<file path="src/rtl/pi_arb_pkg.sv">
// pi_arb_pkg: shared types and destination codes for the PI/cartridge memory arbiter.
package pi_arb_pkg;
  typedef enum logic [1:0] {IDLE, CART, PI, RECOV} arb_state_t;
  typedef enum logic {G_CART, G_PI} grant_t;
  localparam logic [1:0] DST_PRG = 2'd0;
  localparam logic [1:0] DST_CHR = 2'd1;
  localparam logic [1:0] DST_SRM = 2'd2;
endpackage

</file>
<file path="src/rtl/pi_act_sync.sv">
// pi_act_sync: brings the spi_clk-domain PI strobe into clk and emits a 1-cycle pulse on its rising edge.
module pi_act_sync #(
  parameter int SYNC_STG = 2
) (
  input  logic clk,
  input  logic rst_n,
  input  logic act,
  output logic rise
);
  logic [SYNC_STG-1:0] sync_q, sync_d;
  logic lvl_q, lvl_d;
  always_comb begin
    sync_d = {sync_q[SYNC_STG-2:0], act};
    lvl_d = sync_q[SYNC_STG-1];
  end
  always_ff @(posedge clk or negedge rst_n) begin
    if (!rst_n) begin
      sync_q <= '0;
      lvl_q <= 1'b0;
    end else begin
      sync_q <= sync_d;
      lvl_q <= lvl_d;
    end
  end
  assign rise = sync_q[SYNC_STG-1] & ~lvl_q;
endmodule

</file>
<file path="src/rtl/pi_mem_arb.sv">
// pi_mem_arb: arbitrates the external memory port between mapper (cart) accesses and PI host accesses.
module pi_mem_arb
  import pi_arb_pkg::*;
#(
  parameter int MEM_AW   = 23,
  parameter int MEM_CYC  = 4,
  parameter int SYNC_STG = 2
) (
  input  logic              clk,
  input  logic              rst_n,
  input  logic              pi_act,
  input  logic              pi_we,
  input  logic              pi_oe,
  input  logic              pi_mem,
  input  logic [24:0]       pi_addr,
  input  logic [7:0]        pi_dato,
  output logic [7:0]        pi_dati,
  output logic              pi_ovf,
  input  logic              cart_req,
  input  logic              cart_we,
  input  logic [1:0]        cart_sel,
  input  logic [MEM_AW-1:0] cart_addr,
  input  logic [7:0]        cart_dato,
  output logic [7:0]        cart_dati,
  output logic              cart_ack,
  output logic [1:0]        mem_sel,
  output logic [MEM_AW-1:0] mem_addr,
  output logic [7:0]        mem_dout,
  input  logic [7:0]        mem_din,
  output logic              mem_ce,
  output logic              mem_oe,
  output logic              mem_we
);
  localparam int CW = $clog2(MEM_CYC + 1);
  localparam logic [CW-1:0] LAST = CW'(MEM_CYC - 1);
  arb_state_t state_q, state_d;
  grant_t last_q, last_d;
  logic [CW-1:0] cyc_q, cyc_d;
  logic pend_q, pend_d, ovf_q, ovf_d, ack_q, ack_d, we_q, we_d, rq_we_q, rq_we_d;
  logic [1:0] sel_q, sel_d, rq_sel_q, rq_sel_d;
  logic [MEM_AW-1:0] addr_q, addr_d, rq_addr_q, rq_addr_d;
  logic [7:0] dout_q, dout_d, rq_dato_q, rq_dato_d, pi_dati_q, pi_dati_d, cart_dati_q, cart_dati_d;
  logic pi_rise, pi_cmd, busy;
  pi_act_sync #(.SYNC_STG(SYNC_STG)) u_sync (
    .clk  (clk),
    .rst_n(rst_n),
    .act  (pi_act),
    .rise (pi_rise)
  );
  // A strobe carrying neither a read nor a write command is not a memory access.
  assign pi_cmd = pi_rise & pi_mem & (pi_we | pi_oe);
  always_comb begin
    state_d = state_q;
    last_d = last_q;
    cyc_d = cyc_q;
    pend_d = pend_q;
    ovf_d = ovf_q;
    ack_d = 1'b0;
    we_d = we_q;
    sel_d = sel_q;
    addr_d = addr_q;
    dout_d = dout_q;
    rq_we_d = rq_we_q;
    rq_sel_d = rq_sel_q;
    rq_addr_d = rq_addr_q;
    rq_dato_d = rq_dato_q;
    pi_dati_d = pi_dati_q;
    cart_dati_d = cart_dati_q;
    if (pi_cmd && pend_q) ovf_d = 1'b1;
    if (pi_cmd && !pend_q) begin
      pend_d = 1'b1;
      rq_we_d = pi_we;
      rq_sel_d = pi_addr[24:23];
      rq_addr_d = pi_addr[MEM_AW-1:0];
      rq_dato_d = pi_dato;
    end
    case (state_q)
      IDLE: begin
        if (pend_q && (last_q == G_CART || !cart_req)) begin
          state_d = PI;
          cyc_d = '0;
          we_d = rq_we_q;
          sel_d = rq_sel_q;
          addr_d = rq_addr_q;
          dout_d = rq_dato_q;
        end else if (cart_req) begin
          state_d = CART;
          cyc_d = '0;
          we_d = cart_we;
          sel_d = cart_sel;
          addr_d = cart_addr;
          dout_d = cart_dato;
        end
      end
      CART, PI: begin
        cyc_d = cyc_q + CW'(1);
        if (cyc_q == LAST) begin
          state_d = RECOV;
          last_d = (state_q == CART) ? G_CART : G_PI;
          ack_d = state_q == CART;
          pend_d = (state_q == PI) ? 1'b0 : pend_d;
          cart_dati_d = (state_q == CART && !we_q) ? mem_din : cart_dati_q;
          pi_dati_d = (state_q == PI && !we_q) ? mem_din : pi_dati_q;
        end
      end
      default: state_d = IDLE;
    endcase
  end
  always_ff @(posedge clk or negedge rst_n) begin
    if (!rst_n) begin
      state_q <= IDLE;
      last_q <= G_CART;
      cyc_q <= '0;
      pend_q <= 1'b0;
      ovf_q <= 1'b0;
      ack_q <= 1'b0;
      we_q <= 1'b0;
      sel_q <= '0;
      addr_q <= '0;
      dout_q <= '0;
      rq_we_q <= 1'b0;
      rq_sel_q <= '0;
      rq_addr_q <= '0;
      rq_dato_q <= '0;
      pi_dati_q <= 8'h00;
      cart_dati_q <= 8'h00;
    end else begin
      state_q <= state_d;
      last_q <= last_d;
      cyc_q <= cyc_d;
      pend_q <= pend_d;
      ovf_q <= ovf_d;
      ack_q <= ack_d;
      we_q <= we_d;
      sel_q <= sel_d;
      addr_q <= addr_d;
      dout_q <= dout_d;
      rq_we_q <= rq_we_d;
      rq_sel_q <= rq_sel_d;
      rq_addr_q <= rq_addr_d;
      rq_dato_q <= rq_dato_d;
      pi_dati_q <= pi_dati_d;
      cart_dati_q <= cart_dati_d;
    end
  end
  // Strobes decode straight from the state register so an async reset drops them at once.
  assign busy = state_q == CART || state_q == PI;
  assign mem_ce = busy;
  assign mem_oe = busy & ~we_q;
  assign mem_we = busy & we_q;
  assign mem_sel = sel_q;
  assign mem_addr = addr_q;
  assign mem_dout = dout_q;
  assign pi_dati = pi_dati_q;
  assign pi_ovf = ovf_q;
  assign cart_dati = cart_dati_q;
  assign cart_ack = ack_q;
endmodule

</file>
<file path="config.mk">
export PLATFORM = sky130hd
export DESIGN_NAME = pi_mem_arb
export DESIGN_NICKNAME = d
export VERILOG_FILES = /design/src/rtl/pi_arb_pkg.sv /design/src/rtl/pi_act_sync.sv /design/src/rtl/pi_mem_arb.sv
export SDC_FILE = /design/constraint.sdc
export NUM_CORES = 1
export LEC_CHECK = 0
export ABC_AREA = 1
export CAP_MARGIN = 20
export CELL_PAD_IN_SITES_DETAIL_PLACEMENT = 2
export CELL_PAD_IN_SITES_GLOBAL_PLACEMENT = 2
export CORE_ASPECT_RATIO = 0.5
export CORE_MARGIN = 2
export CORE_UTILIZATION = 30
export CTS_BUF_LIST = sky130_fd_sc_hd__clkbuf_4 sky130_fd_sc_hd__clkbuf_8
export CTS_CLUSTER_DIAMETER = 40
export DETAILED_ROUTE_END_ITERATION = 7
export GPL_TIMING_DRIVEN = 0
export PLACE_DENSITY_LB_ADDON = 0.1
export SKIP_CTS_REPAIR_TIMING = 1
export SLEW_MARGIN = 20
export SYNTH_ARGS = -nofsm -noshare
export SYNTH_HDL_FRONTEND = slang
export SYNTH_SLANG_ARGS = --single-unit
</file>
<file path="constraint.sdc">
create_clock -name clk -period 3.58 [get_ports clk]
set_input_delay 0.716 -clock clk [delete_from_list [all_inputs] [get_ports clk]]
set_output_delay 0.716 -clock clk [all_outputs]
set_load 0.005 [all_outputs]
</file>
### Yosys cells after proc, flatten, opt, wreduce, memory -nomap -nowiden

Index checks and enable logic that the tools add are counted.

* $add $sub $neg: 1
* eq/ne operators: 5
* multiplexer cells: 22
* bitwise logic cells: 9
* reductions and logical operators: 20

Operator list (count)
* two-way mux 23 bit: 2
* two-way mux 8 bit: 2
* two-way mux 2 bit: 5
* two-way mux 1 bit: 9
* AND reduction 2 bit: 4
* two-way mux 3 bit: 2
* one-hot mux 3 bit (2 select lines): 1
* AND reduction 3 bit: 2
* AND 1 bit: 5
* logical AND 1 bit: 5
* one-hot mux 2 bit (2 select lines): 1
* nonzero test 2 bit: 2
* adder 3 x 1 -> 3 bit, second input constant: 1
* equality test 3 x 2 -> 1 bit, second input constant: 1
* zero test 1 bit: 3
* != test 3 bit, second input constant: 1
* inverter 1 bit: 3
* equality test 2 x 1 -> 1 bit, second input constant: 1
* equality test 2 bit, second input constant: 1
* zero test 2 bit: 1
* logical OR 1 bit: 2
* != test 2 bit, second input constant: 1
* OR reduction 2 bit: 1
* OR 1 bit: 1

* register bits: 96
* bits of input ports: 82
* output and inout port bits: 54
* word-level logic and storage cells: 75

### Depth between registers and ports, before layout

* word-level depth: 9
* mapped depth: 8

### Modules after synthesis

From an unflattened synthesis, not the netlist that was laid out.

* cells, all modules: 530
* area total of the unflattened synthesis: 4409.2 um2

Modules (own cells, without submodules)
* pi_mem_arb: instances 1, cells an instance 525, area each 4324.1 um2, seq. area each 2327.2 um2
* pi_act_sync: instances 1, cells an instance 5, area each 85.1 um2, seq. area each 75.1 um2

### Worst setup path before layout

OpenSTA, ideal clock, no wires.

* kind: register to output
* start point: reg state_q[0]
* end point: out mem_oe
* data arrival time: 1.012 ns
* path slack: 1.852 ns
* cell stages (with the launch flop): 5
* buffers on the path: 0
* cell sequence: dfrtp_1 -> inv_1 -> ha_1 -> inv_1 -> nor2_1

* longest elaborated chain between the ends: 3
* elaborated cells between the ends (all ways): 4

RTL lines
* start: declaration: RTL line pi_mem_arb.sv:36 `arb_state_t state_q, state_d;`
* start signal: assignment: RTL line pi_mem_arb.sv:128 `state_q <= state_d;`
* equality test 2 x 1 -> 1 bit or equality test 2 bit (tied branches): RTL line pi_mem_arb.sv:147 `assign busy = state_q == CART || state_q == PI;`
* logical OR 1 bit *: RTL line pi_mem_arb.sv:147
* named net mem_ce: RTL line pi_mem_arb.sv:30 `output logic mem_ce,`
* AND 1 bit *: RTL line pi_mem_arb.sv:149 `assign mem_oe = busy & ~we_q;`
* end: declaration: RTL line pi_mem_arb.sv:31 `output logic mem_oe,`

The timed path passes the listed nets; every way through them passes the cells marked *.

### Worst setup path in the final report

* start point: reg state_q[0]
* end point: out mem_oe

* longest elaborated chain between the ends: 3
* elaborated cells between the ends (all ways): 4

RTL lines (RTL line)
* equality test 2 x 1 -> 1 bit or equality test 2 bit (tied branches): pi_mem_arb.sv:147
* logical OR 1 bit *: pi_mem_arb.sv:147
* AND 1 bit *: pi_mem_arb.sv:149

Mark *: on every way between the ends. The rest lies on a longest branch, timed or not.

==> metrics <==
post-synthesis cell type count 22; Hold WC Path Type in -> async; period utilisation layout 0.7794; clk buf depth 2; cells on worst reg2reg path 8; WHS 165.7 ps; class of the most critical setup path reg -> out; Slew HR 0.6793; gpl congestion 0.7289; DR iter-0 viols 142; Worst R2R Start state_q[0]; post-route ant nets 0; first-pass GRT wire length 23400 µm; Synth Register Bits 96; Slew @ Worst Pin 481.1 ps; setup violators final 0; Row Count 31; Layout Skew 12.95 ps; top cells by area, synth dfrtp_1 54%, nand2_1 22%, nand4_1 4.8%; share of layout cells above drive strength 1 0.1155; RSZ-0062 raised after global routing no; initial antenna violation count 1; post-synth top area cell dfrtp_1; clock sinks 96; core area 0.01451 mm²; PD cells 781.6 mW/mm²; Initial Util 0.3085; PortBufs 135; max-cap violations 0; commonest non-fill, non-tap cells in the layout 266 x nand2_1, 134 x clkdlybuf4s50_1, 96 x dfrtp_1; Synth Instances 532; TritonCTS buffer count 9; Die Y 90.37 µm; DRC violations left 0; die area 0.01597 mm²; Max rail drop VDD 0.3223 mV; status finished clean; Area growth, synth to finish 40.51%; synthesized net count 620; startpoint types register; Reg2Reg Capture Point cart_dati[6]; Worst R2R Setup Slack 1850 ps; CTS H-tree depth 3; Pre-Repair DR Iteration Count 4; P_leak 3.078 nW; Final Max Tran Viols 0; Max Fclk 0.3584 GHz; Crit path arrival time 2070 ps; Die Width 176.7 µm; Avg WL per Cell 15.73 µm; vias per std cell 4.559; largest net degree at the start of global routing 74; vias in the first global route 4508; YS warnings 0; Hold Violations, Final 0; total wire length 13890 µm; critical path launch point state_q[0]; Yosys top cell area share 0.5368; most common cell after layout, fill and taps aside nand2_1; Mapped Area 0.004476 mm²; CP Max Fanout 6; Syn Area/Cell 8.413 µm²; Final #Nets 767; register area share after synthesis 0.5368; Worst Setup End Kind primary output; final setup TNS 0 ps; I/O pins 136; Post-DP HPWL 10440 µm; total power 4.915 mW; worst endpoint required time 2860 ps; crit path to mem_oe; post-route minimum period 2790 ps; gr usage total 0.1867; clk slew on worst S/H paths 100 ps; grt ovf 0; Root Buffer clkbuf_8; CTS tree done; post-layout util 0.4335; routed via count 4026; Worst-Skew Late Latency 390 ps
==> worst max-delay path, stage by stage (launching register included) <==
cell	delay [ps]
dfrtp_1	430
inv_1	90
ha_1	410
inv_1	130
nor2_1	100
clkdlybuf4s50_1	520
==> cells by family (layout without fill, tap and decap cells) <==
kind of cell               Yosys count  in the layout  synth area share
and+or+nand+nor                    354            354            0.3436
DFF                                 96             96            0.5368
buffers and inverters               51            203           0.06094
AOI/OAI and AO/OA                   25             25           0.04193
adders and majority gates            6              6           0.01677
other                                0              1                 0
==> synthesized netlist by cell type <==
library cell    n
clkbuf_1        3
inv_4           1
nand2_1       266
buf_2          18
nand3_2         1
nor2_4          4
nand2_2         8
dfrtp_1        96
nor2_8          1
nor2_1          4
buf_4           3
inv_2           2
o21ai_0         7
buf_6           6
o21ai_2        16
o21bai_1        1
nand2_4         1
a21oi_1         1
nand3_1        35
inv_1          18
ha_1            6
nand4_1        34
==> power by group <==
| part | total [mW] | internal [mW] | switching (mW) |
|---|---|---|---|
| Clock | 0.699 | 0.270 | 0.429 |
| Combinational | 2.35 | 1.11 | 1.24 |
| Sequential | 1.87 | 1.57 | 0.301 |
| Total | 4.92 | 2.95 | 1.97 |
==> flip-flops by register name, summed over array words and instances (netlist names), 3 cells and up <==
signal	cells
mem_addr	23
cyc_q	3
rq_dato_q	8
pi_dati	8
rq_addr_q	23
mem_dout	8
cart_dati	8
==> layout make-up <==
class,count,area [µm²]
Fill cell,1629,8218
Antenna cell,1,2.502
Clock inverter,6,51.30
Tap cell,198,247.7
Buffer,30,191.4
Timing Repair Buffer,136,1380
Clock buffer,10,131.4
Sequential cell,96,2402
Multi-Input combinational cell,385,1800
Inverter,21,81.33
==> metrics by stage <==
| stage | setup slack, ps | area [µm²] | cells |
|---|---|---|---|
| floorplan | 1852 | 4476 | 532 |
| finish | 789.7 | 6289 | 883 |
| CTS | 734.9 | 6286 | 882 |
| detailed placement | 1198 | 6103 | 866 |
| global route | 638.4 | 6286 | 882 |
| global placement | -2144 | 6075 | 865 |
==> routing by layer <==
metal / global-route usage / vias up / part of all wire
met5: 0 / - / 0
li1: - / 1985 / -
met1: 0.2458 / 1950 / 0.46
met2: 0.3086 / 80 / 0.48
met3: 0.05387 / 11 / 0.054
met4: 0.03306 / 0 / 0.0068
==> how the worst min path moves through the flow <==
stage	from	end	slack, ps	cells after the start
floorplan	u_sync.sync_q[0]	u_sync.sync_q[1]	330	0
global route	rst_n	cart_dati[2]	160	1
detailed placement	u_sync.sync_q[0]	u_sync.sync_q[1]	340	0
global placement	u_sync.sync_q[0]	u_sync.sync_q[1]	330	0
finish	rst_n	cyc_q[1]	170	1
CTS	rst_n	cart_dati[7]	160	1
(Power assumes the default switching activity.)
